[src/rtl/arashi_cache_sched.sv]
// arashi_cache_sched: round-robin read scheduler for the per-thread cache array.
// Picks one eligible thread per cycle, strobes the cache read port, captures the
// returned word a cycle later and hands {tid, data} to a ready/valid consumer
// through a 2-entry buffer.
module arashi_cache_sched #(
    parameter int DATA_WIDTH       = 32,
    parameter int THREAD_NUM_WIDTH = 2,
    localparam int THREAD_NUM      = 1 << THREAD_NUM_WIDTH
) (
    input  logic                        clk,
    input  logic                        rst,
    input  logic [THREAD_NUM-1:0]       avail,
    input  logic [THREAD_NUM-1:0]       sched_en,
    input  logic [DATA_WIDTH-1:0]       cache_data,
    output logic [THREAD_NUM_WIDTH-1:0] toread,
    output logic                        rcache,
    output logic                        out_valid,
    input  logic                        out_ready,
    output logic [DATA_WIDTH-1:0]       out_data,
    output logic [THREAD_NUM_WIDTH-1:0] out_tid
);

    logic [THREAD_NUM_WIDTH-1:0] last;
    logic [THREAD_NUM_WIDTH-1:0] inflight_tid;
    logic                        inflight;
    logic [THREAD_NUM_WIDTH-1:0] grant;
    logic [THREAD_NUM_WIDTH-1:0] scan_idx;
    logic                        found;
    logic [THREAD_NUM-1:0]       eligible;
    logic [2:0]                  occupancy;
    logic                        space_ok;
    logic                        issue;
    logic                        pop;
    logic                        push;
    logic [1:0]                  count;
    logic [THREAD_NUM_WIDTH-1:0] head_tid;
    logic [DATA_WIDTH-1:0]       head_data;
    logic [THREAD_NUM_WIDTH-1:0] tail_tid;
    logic [DATA_WIDTH-1:0]       tail_data;

    // Output handshake and capture: the word read last cycle always lands this cycle.
    assign out_valid = (count != 2'd0);
    assign out_data  = head_data;
    assign out_tid   = head_tid;
    assign pop       = out_valid & out_ready;
    assign push      = inflight;

    // A thread is eligible if it has data, is enabled, and was not read last
    // cycle (its avail bit may still be stale after that pop).
    always_comb begin
        eligible = '0;
        for (int i = 0; i < THREAD_NUM; i++) begin
            eligible[i] = avail[i] & sched_en[i]
                        & ~(inflight && (inflight_tid == THREAD_NUM_WIDTH'(i)));
        end
    end

    // Round-robin scan starting just after the last granted thread.
    always_comb begin
        found    = 1'b0;
        grant    = last;
        scan_idx = last;
        for (int k = 1; k <= THREAD_NUM; k++) begin
            scan_idx = last + THREAD_NUM_WIDTH'(k);
            if (!found && eligible[scan_idx]) begin
                found = 1'b1;
                grant = scan_idx;
            end
        end
    end

    // Issue only if the buffer can absorb this word counting the one already in flight.
    always_comb begin
        occupancy = {1'b0, count} + {2'b00, inflight};
        space_ok  = occupancy < (3'd2 + {2'b00, pop});
        issue     = space_ok & found & ~rst;
        rcache    = issue;
        toread    = rst ? '0 : (issue ? grant : last);
    end

    // Scheduler state: round-robin pointer and the in-flight read marker.
    always_ff @(posedge clk or posedge rst) begin
        if (rst) begin
            last         <= THREAD_NUM_WIDTH'(THREAD_NUM - 1);
            inflight     <= 1'b0;
            inflight_tid <= '0;
        end else begin
            inflight <= issue;
            if (issue) begin
                last         <= grant;
                inflight_tid <= grant;
            end
        end
    end

    // Two-entry output buffer; the head only changes on a pop or when filling an empty buffer.
    always_ff @(posedge clk or posedge rst) begin
        if (rst) begin
            count     <= 2'd0;
            head_tid  <= '0;
            head_data <= '0;
            tail_tid  <= '0;
            tail_data <= '0;
        end else begin
            case ({push, pop})
                2'b10: begin
                    if (count == 2'd0) begin
                        head_tid  <= inflight_tid;
                        head_data <= cache_data;
                    end else begin
                        tail_tid  <= inflight_tid;
                        tail_data <= cache_data;
                    end
                    count <= count + 2'd1;
                end
                2'b01: begin
                    head_tid  <= tail_tid;
                    head_data <= tail_data;
                    count     <= count - 2'd1;
                end
                2'b11: begin
                    if (count == 2'd1) begin
                        head_tid  <= inflight_tid;
                        head_data <= cache_data;
                    end else begin
                        head_tid  <= tail_tid;
                        head_data <= tail_data;
                        tail_tid  <= inflight_tid;
                        tail_data <= cache_data;
                    end
                end
                default: begin
                end
            endcase
        end
    end

    // A capture into a full buffer with no pop would lose a word.
    assert property (@(posedge clk) disable iff (rst) !(push && !pop && count == 2'd2));

endmodule

[config.mk]
export PLATFORM = sky130hd
export DESIGN_NAME = arashi_cache_sched
export DESIGN_NICKNAME = d
export VERILOG_FILES = /design/src/rtl/arashi_cache_sched.sv
export SDC_FILE = /design/constraint.sdc
export NUM_CORES = 1
export LEC_CHECK = 0
export CELL_PAD_IN_SITES_DETAIL_PLACEMENT = 0
export CELL_PAD_IN_SITES_GLOBAL_PLACEMENT = 1
export CORE_MARGIN = 2
export CORE_UTILIZATION = 35
export DETAILED_ROUTE_END_ITERATION = 7
export GPL_TIMING_DRIVEN = 0
export PLACE_DENSITY_LB_ADDON = 0.1
export SLEW_MARGIN = 5
export SYNTH_ARGS = -nofsm -noshare
export SYNTH_HDL_FRONTEND = slang
export SYNTH_SLANG_ARGS = --single-unit
[constraint.sdc]
create_clock -name clk -period 2.2 [get_ports clk]
set_input_delay 0.44 -clock clk [delete_from_list [all_inputs] [get_ports clk]]
set_output_delay 0.44 -clock clk [all_outputs]
set_load 0.01 [all_outputs]
==> metrics.yaml <==
dpl_cell_area_sq_um: 4310
vias: 2601
reg2reg_depth: 7
setup_viol: 4
yosysTopAreaCellShare_pct: 55.2
globalRoute.busiestLayer: "met2"
nets: 452
synth_common_cells: "dfrtp_1, nand2_1, o21ai_0"
dieHeight_microns: 101
grt_max_degree: 31
yosysSeqAreaShare_pct: 56.8
core_area_sq_um: 9200
hold_viol: 0
placed_cells: 482
cp_num_buf_inv: 2
port_buffers: 80
cts-root-buf: "clkbuf_8"
drtIter0Drc: 66
rsz0062_at_grt: "yes"
rows: 35
critPathCaptureType: "output pin"
syn_nets: 339
crit_required_ps: 1760
antennaDiodeCount: 0
die-area_sq_um: 10200
antenna_found_initial: 0
clk_path_buf_depth: 2
hold_path_startpoint: "out_data[28]$_DFFE_PP0P_"
cts_buffers: 9
htreeDepth: 3
hold_class: "register to register"
cts_hold_buf: 0
clk_pin_slew_ps: 80
drv_cap: 0
r2r-start: "inflight$_DFF_PP0_"
globalRouteMet1Util_pct: 22.5
grt_usage_pct: 17.0
yosysMostFrequentCell: "dfrtp_1"
path_cells: "buf_4 -> or3b_4 -> a32o_2 -> o31a_1 -> nor3b_4 -> nor3_2 -> buf_2"
critPathLaunchType: "register"
critPathTopFamily: "simple AND/OR/NAND/NOR gates"
slowest_delay_ps: 410
rr_endpoint: "inflight_tid[1]$_DFFE_PP0N_"
power_uw: 7320
timing.final.crit_share_pct: 127
use_met2_pct: 27.1
synthCells: 289
drc: 0
hold-path-endpoint: "out_data[28]$_DFFE_PP0P_"
path_class: "register to output pin"
synth_cell_type_count: 33
synth_largest_area_cell: "dfrtp_1"
gp_congestion: 0.858
drv_slew: 0
n_fill_cell: 849
use_met3_pct: 4.28
syn_avg_cell_area_sq_um: 11.4
setup_ws_ps: -603
cts_tree: "yes"
ios: 81
ys_ff_latch: 75
finalInstanceArea_sq_um: 4960
final-instance-count-excl-fill: 518
peakVddDrop_mv: 0.626
drive_gt1_share_pct: 27.8
yosys_warnings: 0
power.leakage_uw: 0.00220
ant_nets: 0
clock_sinks: 75
final.setup_skew_ps: 11.1
crit_slowest_cell: "dfrtp_2"
async_reset_ff_share_pct: 100
via_per_inst: 5.02
synthTopCellsByArea: "dfrtp_1, mux2_2, a22oi_1"
initial_core_util_pct: 36.0
reg2reg_slack_ps: -30
pre_cts_ws_ps: -1010
grt_pass1_wl_microns: 13300
synth_area_sq_um: 3310
slew-limit-headroom_pct: 68.4
grt_pass1_vias: 2686
synthToLayoutAreaGrowth_pct: 50.0
wl_microns: 8210
worst_pin_slew_ps: 473
fin_crit_ps: 2800
hold_depth: 2
clock_latency_ps: 350
powerDensity_nw_per_um2: 1480
synth_edf_count: 0
die_w_microns: 101
status: "finished with violations"
dr.pass1.iters: 4
ys.flop_type: "dfrtp_1"
wire_per_inst_microns: 15.8
gr-total-overflow: 0
fmax_mhz: 357
worstPathMaxFanout: 4
worstPathArrival_ps: 2360
dp_hpwl_microns: 5340
violations: "negative setup slack"
[how the worst max path moves through the flow]
stage                             from        end  cells after the start
floorplan           inflight$_DFF_PP0_  toread[0]                      6
detailed placement           out_ready  toread[0]                      7
finish              inflight$_DFF_PP0_  toread[0]                      7
global placement             out_ready  toread[0]                      7
global route        inflight$_DFF_PP0_  toread[0]                      7
CTS                 inflight$_DFF_PP0_  toread[0]                      7
[per-stage QoR]
| stage | util [%] | hold slack (ps) | setup TNS (ps) |
|---|---|---|---|
| after floorplan | - | 476 | -961 |
| after global placement | 46.4 | 462 | -46730 |
| after detailed placement | 46.9 | 470 | -32470 |
| after CTS | 52.3 | 489 | -1680 |
| after global routing | 53.9 | 503 | -2160 |
| final | 53.9 | 481 | -1650 |
[report_power, final]
part,switching (uW),internal (uW),leakage (uW)
registers,401,2090,0.000904
logic,1620,2170,0.00120
clock network,517,526,0.0000966
[worst min-delay path, stage by stage (launching register included)]
cell and delay [ps]:
dfrtp_1 340, nand2_1 50, o21ai_0 60
[flip-flops by register name, summed over array words and instances (netlist names)]
signal / cells
out_data: 32
tail_data: 32
count: 2
inflight_tid: 2
last: 2
out_tid: 2
tail_tid: 2
inflight: 1
[cells in the final DEF, fill, tap and decap left out, drive strengths merged]
cell and instances:
nand3b 1, and4b 1, dlymetal6s2s 1, clkdlybuf4s50 76
and2 2, dfrtp 73, and3 1, o22a 1
bufinv 1, a32o 1, o31ai 1, nor2 6
nor3 1, inv 7, clkbuf 26, xnor2 2
buf 27, or3b 2, nor3b 1, o31a 1
and3b 1, nand2 41, a32oi 2, a211oi 1
a311oi 1, a21o 1, o211ai 1, clkinv 3
a22oi 34, a21oi 2, a31oi 1, o21ai 37
mux2 36, ha 7, clkinvlp 2, dfstp 2
nand3 3
[per-layer routing]
| metal | wire length (microns) | share of wire [%] |
|---|---|---|
| met1 | 3780 | 46 |
| met2 | 3910 | 48 |
| met3 | 398 | 4.8 |
| met4 | 112 | 1.4 |
| met5 | 0 | 0 |
[cell type report]
| cell class | instances | area (sq um) | area share [%] |
|---|---|---|---|
| well taps | 111 | 139 | 2.80 |
| flip-flops and latches | 75 | 1880 | 37.9 |
| multi-input cells | 189 | 1520 | 30.6 |
| plain buffers | 17 | 170 | 3.43 |
| repair buffers | 103 | 1030 | 20.7 |
| inverters | 7 | 35.0 | 0.706 |
| clock inverters | 6 | 65.1 | 1.31 |
| clock buffers | 10 | 128 | 2.57 |
[cell families (layout without fill, tap and decap cells)]
| family | after synthesis | count (layout) | share of synthesized area, % |
|---|---|---|---|
| adders and majority gates | 7 | 7 | 2.65 |
| AOI/OAI and AO/OA | 84 | 84 | 16.5 |
| DFF | 75 | 75 | 56.8 |
| and+or+nand+nor | 60 | 60 | 8.36 |
| buffers and inverters | 25 | 143 | 2.84 |
| xor gates and xnor gates | 2 | 2 | 0.530 |
| muxes | 36 | 36 | 12.3 |
[what timing repair did]
action	CTS	global route
buffers inserted	16	2
resized for setup	50	45
gates cloned	3	0
endpoints found under the setup margin	70	67
pin swaps	6	5
No activity file was read; power rests on OpenSTA's default activity.
